`config.mk`:
```
export PLATFORM = sky130hd
export DESIGN_NAME = lcd_param_ctrl
export DESIGN_NICKNAME = d
export VERILOG_FILES = /design/src/rtl/lcd_param_pkg.sv /design/src/rtl/lcd_param_sat_step.sv /design/src/rtl/lcd_param_ctrl.sv
export SDC_FILE = /design/constraint.sdc
export NUM_CORES = 1
export LEC_CHECK = 0
export CORE_MARGIN = 4
export CORE_UTILIZATION = 40
export DETAILED_ROUTE_END_ITERATION = 7
export SETUP_SLACK_MARGIN = 0.4
export SLEW_MARGIN = 10
export SYNTH_ARGS = -nofsm -noshare
export SYNTH_HDL_FRONTEND = slang
export SYNTH_SLANG_ARGS = --single-unit
```
`constraint.sdc`:
```
create_clock -name clk -period 4.46 [get_ports clk]
set_input_delay 1.338 -clock clk [delete_from_list [all_inputs] [get_ports clk]]
set_output_delay 1.338 -clock clk [all_outputs]
set_load 0.03 [all_outputs]
```
`src/rtl/lcd_param_pkg.sv`:
```
// Shared definitions for the LCD parameter editor: FSM states, key indices
// and the edit step table.
package lcd_param_pkg;

    localparam int unsigned NUM_KEYS = 9;
    localparam int unsigned NUM_CH   = 4;

    typedef enum logic [1:0] {
        ST_IDLE,
        ST_EDIT,
        ST_COMMIT
    } state_e;

    // Keys 0..3 select a channel; the rest are editing commands.
    localparam logic [3:0] KEY_UP     = 4'd4;
    localparam logic [3:0] KEY_DOWN   = 4'd5;
    localparam logic [3:0] KEY_STEP   = 4'd6;
    localparam logic [3:0] KEY_OK     = 4'd7;
    localparam logic [3:0] KEY_CANCEL = 4'd8;

    // Step table indexed by step_sel.
    function automatic int unsigned step_of(input logic [1:0] sel);
        case (sel)
            2'd0:    return 1;
            2'd1:    return 10;
            2'd2:    return 100;
            default: return 1000;
        endcase
    endfunction

endpackage

```
`src/rtl/lcd_param_sat_step.sv`:
```
// Saturating increment/decrement of the working value by the selected step.
module lcd_param_sat_step
    import lcd_param_pkg::*;
#(
    parameter int unsigned DW   = 16,
    parameter int unsigned VMAX = 50000,
    parameter int unsigned VMIN = 0
) (
    input  logic [DW-1:0] value,
    input  logic [1:0]    step_sel,
    output logic [DW-1:0] inc_val_c,
    output logic [DW-1:0] dec_val_c
);

    localparam int unsigned XW = DW + 2;

    logic [XW-1:0] val_x;
    logic [XW-1:0] step_x;
    logic [XW-1:0] sum_x;
    logic [XW-1:0] dif_x;
    logic [XW-1:0] hi_x;
    logic [XW-1:0] lo_x;

    // Limits are tested via the sign bit of a wider difference, so no wrap.
    always_comb begin
        val_x     = XW'(value);
        step_x    = XW'(step_of(step_sel));
        sum_x     = val_x + step_x;
        dif_x     = val_x - step_x;
        hi_x      = XW'(VMAX) - sum_x;
        lo_x      = dif_x - XW'(VMIN);
        inc_val_c = hi_x[XW-1] ? DW'(VMAX) : sum_x[DW-1:0];
        dec_val_c = lo_x[XW-1] ? DW'(VMIN) : dif_x[DW-1:0];
    end

endmodule

```
`src/rtl/lcd_param_ctrl.sv`:
```
// Key-driven editor for four stored parameters with a ready/valid write-out
// of the confirmed value and an idle timeout while editing.
module lcd_param_ctrl
    import lcd_param_pkg::*;
#(
    parameter int unsigned DW          = 16,
    parameter int unsigned VMAX        = 50000,
    parameter int unsigned VMIN        = 0,
    parameter int unsigned TIMEOUT_CYC = 250_000_000
) (
    input  logic                clk,
    input  logic                rst_n,
    input  logic [NUM_KEYS-1:0] key_n,
    input  logic                cfg_ready,
    output logic                cfg_valid,
    output logic [1:0]          cfg_ch,
    output logic [DW-1:0]       cfg_value,
    output logic                edit_active,
    output logic [1:0]          edit_ch,
    output logic [DW-1:0]       edit_value,
    output logic [1:0]          step_sel,
    output logic                key_err
);

    localparam int unsigned TW = (TIMEOUT_CYC > 1) ? $clog2(TIMEOUT_CYC) : 1;
    localparam logic [TW-1:0] TMO_LAST = TW'(TIMEOUT_CYC - 1);

    state_e              state_q, state_d;
    logic [NUM_KEYS-1:0] key_low_c;
    logic                key_multi_c;
    logic                key_vld_c;
    logic [3:0]          key_idx_c;
    logic [TW-1:0]       tmo_q, tmo_d;
    logic [DW-1:0]       stored_q [NUM_CH];
    logic                store_en_c;
    logic                cfg_valid_d;
    logic [1:0]          cfg_ch_d;
    logic [DW-1:0]       cfg_value_d;
    logic [1:0]          edit_ch_d;
    logic [DW-1:0]       edit_value_d;
    logic [1:0]          step_sel_d;
    logic [DW-1:0]       inc_val_c;
    logic [DW-1:0]       dec_val_c;

    lcd_param_sat_step #(
        .DW   (DW),
        .VMAX (VMAX),
        .VMIN (VMIN)
    ) u_sat_step (
        .value     (edit_value),
        .step_sel  (step_sel),
        .inc_val_c (inc_val_c),
        .dec_val_c (dec_val_c)
    );

    // A key event is valid only when exactly one key line is low.
    always_comb begin
        key_low_c   = ~key_n;
        key_multi_c = |(key_low_c & (key_low_c - NUM_KEYS'(1)));
        key_vld_c   = (|key_low_c) && !key_multi_c;
        key_idx_c   = '0;
        for (int unsigned i = 0; i < NUM_KEYS; i++) begin
            if (key_low_c[i]) key_idx_c = 4'(i);
        end
    end

    always_comb begin
        state_d      = state_q;
        cfg_valid_d  = cfg_valid;
        cfg_ch_d     = cfg_ch;
        cfg_value_d  = cfg_value;
        edit_ch_d    = edit_ch;
        edit_value_d = edit_value;
        step_sel_d   = step_sel;
        tmo_d        = '0;
        store_en_c   = 1'b0;
        unique case (state_q)
            ST_IDLE: begin
                if (key_vld_c && (key_idx_c < KEY_UP)) begin
                    state_d      = ST_EDIT;
                    edit_ch_d    = key_idx_c[1:0];
                    edit_value_d = stored_q[key_idx_c[1:0]];
                    step_sel_d   = 2'd0;
                end
            end
            ST_EDIT: begin
                if (key_vld_c) begin
                    case (key_idx_c)
                        KEY_UP:     edit_value_d = inc_val_c;
                        KEY_DOWN:   edit_value_d = dec_val_c;
                        KEY_STEP:   step_sel_d   = step_sel + 2'd1;
                        KEY_OK: begin
                            state_d     = ST_COMMIT;
                            cfg_valid_d = 1'b1;
                            cfg_ch_d    = edit_ch;
                            cfg_value_d = edit_value;
                        end
                        KEY_CANCEL: state_d = ST_IDLE;
                        // Channel switch drops the unsaved edit but keeps the step.
                        default: begin
                            edit_ch_d    = key_idx_c[1:0];
                            edit_value_d = stored_q[key_idx_c[1:0]];
                        end
                    endcase
                end else if (tmo_q == TMO_LAST) begin
                    state_d = ST_IDLE;
                end else begin
                    tmo_d = tmo_q + TW'(1);
                end
            end
            ST_COMMIT: begin
                if (cfg_valid && cfg_ready) begin
                    store_en_c  = 1'b1;
                    cfg_valid_d = 1'b0;
                    state_d     = ST_IDLE;
                end
            end
            default: state_d = ST_IDLE;
        endcase
    end

    always_ff @(posedge clk or negedge rst_n) begin
        if (!rst_n) begin
            state_q     <= ST_IDLE;
            tmo_q       <= '0;
            cfg_valid   <= 1'b0;
            cfg_ch      <= '0;
            cfg_value   <= '0;
            edit_active <= 1'b0;
            edit_ch     <= '0;
            edit_value  <= DW'(VMIN);
            step_sel    <= '0;
            key_err     <= 1'b0;
        end else begin
            state_q     <= state_d;
            tmo_q       <= tmo_d;
            cfg_valid   <= cfg_valid_d;
            cfg_ch      <= cfg_ch_d;
            cfg_value   <= cfg_value_d;
            edit_active <= (state_d != ST_IDLE);
            edit_ch     <= edit_ch_d;
            edit_value  <= edit_value_d;
            step_sel    <= step_sel_d;
            key_err     <= key_multi_c;
        end
    end

    // Per-channel stored values, written only on a completed handshake.
    always_ff @(posedge clk or negedge rst_n) begin
        if (!rst_n) begin
            for (int unsigned i = 0; i < NUM_CH; i++) stored_q[i] <= DW'(VMIN);
        end else if (store_en_c) begin
            stored_q[cfg_ch] <= cfg_value;
        end
    end

endmodule

```
==> metrics.yaml <==
io_buffers: 52
dp_hpwl_mm: 15.2
avgSynthCellArea_sq_um: 10.2
status: "finished clean"
vias: 6295
synth.ff_latch_count: 135
ys_async_sr_fraction_pct: 100
cp_data_arrival_time_ns: 4.22
p_per_area_nw_per_um2: 291
synth_cell_type_count: 72
postRouteAntennaNets: 0
p_leak_nw: 4.06
seq_power_share_pct: 45.2
required_ns: 4.75
synthAdderAreaFrac_pct: 4.50
syn-cell-area_sq_um: 7780
final_nets: 866
nFillCells: 1753
grt_max_degree: 116
cts-root-buf: "clkbuf_16"
synth_top_family_by_area: "compound AO/OA/AOI/OAI gates"
synth_fp_nets: 802
grt.total_usage_pct: 19.6
p_int_mw: 2.11
path_class: "in -> reg"
rsz0062_at_grt: "yes"
multiInputGateArea_sq_um: 4200
finalSetupViolations: 0
p_clk_share_pct: 49.8
first_global_vias: 6456
tightest_slew_ns: 1.02
slew_headroom_pct: 31.7
fin_util_pct: 49.5
drv_cap: 0
rows: 50
synth_compound_area_share_pct: 16.1
fp.dieH_microns: 147
insertion_delay_ns: 0.42
synthSimpleGateAreaFrac_pct: 14.0
dr.first_iter.drc_count: 518
cts_buffer_depth: 2
synth_xor_area_share_pct: 4.28
muxShareOfSynthArea_pct: 14.3
final-seq-area_sq_um: 3380
antenna_found_initial: 0
hold_viol: 0
cts_buffers: 17
cts.sinks: 135
die_width_microns: 147
grt_pass1_wl_mm: 34.3
dieArea_sq_um: 21800
gr-total-overflow: 0
coreArea_sq_um: 18900
clock_skew_ns: 0.00696
postCtsHoldBufs: 0
min_period_ns: 3.93
ir_drop_uv: 288
drc_errors: 0
switching_power_mw: 0.619
cts_tree: "built"
dr.pass1.iters: 5
crit_fanout: 14
start_util_pct: 41.2
gp_congestion: 0.891
antenna_cells: 0
totalWireLength_mm: 20.8
ys_warn_count: 0
wl_per_cell_microns: 18.9
htree_levels: 4
io_pins: 53
fmax_mhz: 255
area_delta_synth_final_pct: 20.2
drive_gt1_share_pct: 21.3
pwr-share-comb_pct: 5.0
layout_commonest_cell: "dfrtp_1"
fin_tns_setup_ns: 0
finalMaxSlewViolations: 0
post_drt_via_cell_ratio: 5.72
synth_cells: 764
hold_path.class: "reg -> reg"
yosysSeqAreaShare_pct: 43.4
synth_edf_count: 0
ys.flop_type: "dfrtp_1"
clk_pin_slew_worst_paths_ns: 0.06
switching_share_pct: 22.7
post-route-period-util_pct: 88.1
layout_common_cells: "134 x dfrtp_1, 90 x mux2_2, 68 x nor2_1"
cp-start-kind: "input port"
cp-end-kind: "register"
## registers in the layout (all words and copies together) (netlist names)
signal / count
cfg_valid: 1
edit_active: 1
tmo_q: 28
key_err: 1
edit_value: 16
cfg_ch: 2
step_sel: 2
edit_ch: 2
state_q: 2
cfg_value: 16
stored_q: 64
## critical path, cell delays in order
cell and delay (ns):
clkdlybuf4s50_1 0.57, and4_1 0.28, maj3_1 0.19, nand3_1 0.08
a2111oi_0 0.43, buf_4 0.19, and4b_1 0.21, buf_4 0.13
o21ai_1 0.31, a311oi_1 0.35, o22ai_1 0.13
## logic make-up after synthesis
group / count (synthesis)
compound gates: 177
xor+xnor: 38
fa+ha+maj: 27
buf+inv: 67
flops: 135
mux: 100
simple gates: 220
## stage by stage
step | hold slack (ns) | setup WS [ns] | cells | power [mW] | cell area [sq um]
final | 0.503 | 0.531 | 1101 | 2.73 | 9360
after global routing | 0.512 | 0.358 | 1101 | 2.83 | 9360
after detailed placement | 0.490 | 0.172 | 1063 | 1.39 | 8690
after CTS | 0.505 | 0.426 | 1096 | 2.75 | 9290
after floorplan | 0.475 | 0.787 | 764 | 1.32 | 7780
after global placement | 0.484 | 0.281 | 1063 | 1.39 | 8690
## synthesized netlist by cell type, types with 8 or more instances
cell type	instances	area share, %
nor3_1	10	0.64
buf_2	8	0.51
a22oi_1	10	0.96
nor2b_1	10	0.80
mux2_2	90	13
xnor2_1	18	2.0
nand2_1	46	2.2
xor2_1	20	2.3
nand3_1	25	1.6
ha_1	24	3.9
o211ai_1	8	0.77
a221oi_1	8	0.90
nor2_1	68	3.3
nand4_1	9	0.72
a21oi_1	31	2.0
and2_1	10	0.80
inv_1	28	1.4
o21ai_0	42	2.7
clkbuf_1	30	1.4
dfrtp_1	135	43
and3_1	8	0.64
mux2i_1	10	1.3
## power groups by stage
stage | Combinational, mW | Clock (mW) | Sequential [mW]
6_report | 0.136 | 1.36 | 1.23
4_1_cts | 0.136 | 1.38 | 1.23
3_5_place_dp | 0.136 | 0 | 1.26
5_1_grt | 0.150 | 1.44 | 1.23
3_3_place_gp | 0.132 | 0 | 1.26
2_1_floorplan | 0.0634 | 0 | 1.26
## routing by layer
layer	global-route usage, %	part of all wire, %
met1	25.9	46
met2	32.9	48
met3	3.16	4.1
met4	6.24	1.8
met5	0	0
## area by class of cell
type | instances | area share [%]
multi-input combinational | 562 | 44.9
sequential | 135 | 36.1
timing repair buffer | 84 | 8.28
clock buffer | 20 | 4.77
tap | 260 | 3.48
clock inverter | 12 | 1.36
inverter | 28 | 1.12
## what timing repair did
action                                  CTS  global route
resized for setup                         3            11
setup buffers                             1             5
pin swaps                                 1             5
endpoints found under the setup margin   11            15
## path summary, 6_finish.rpt
path	start	endpoint	slack (ns)	depth (start not counted)
max in group asynchronous	rst_n	edit_value[12]	2.58	2
min in group asynchronous	rst_n	tmo_q[3]	1.08	1
worst max register to register	step_sel[1]	edit_value[12]	0.56	15
worst min-delay path	stored_q[38]	stored_q[38]	0.50	1
worst max-delay path	key_n[2]	edit_value[5]	0.53	11
worst min register to register	stored_q[38]	stored_q[38]	0.50	1
Power figures use the tool's default switching activity.
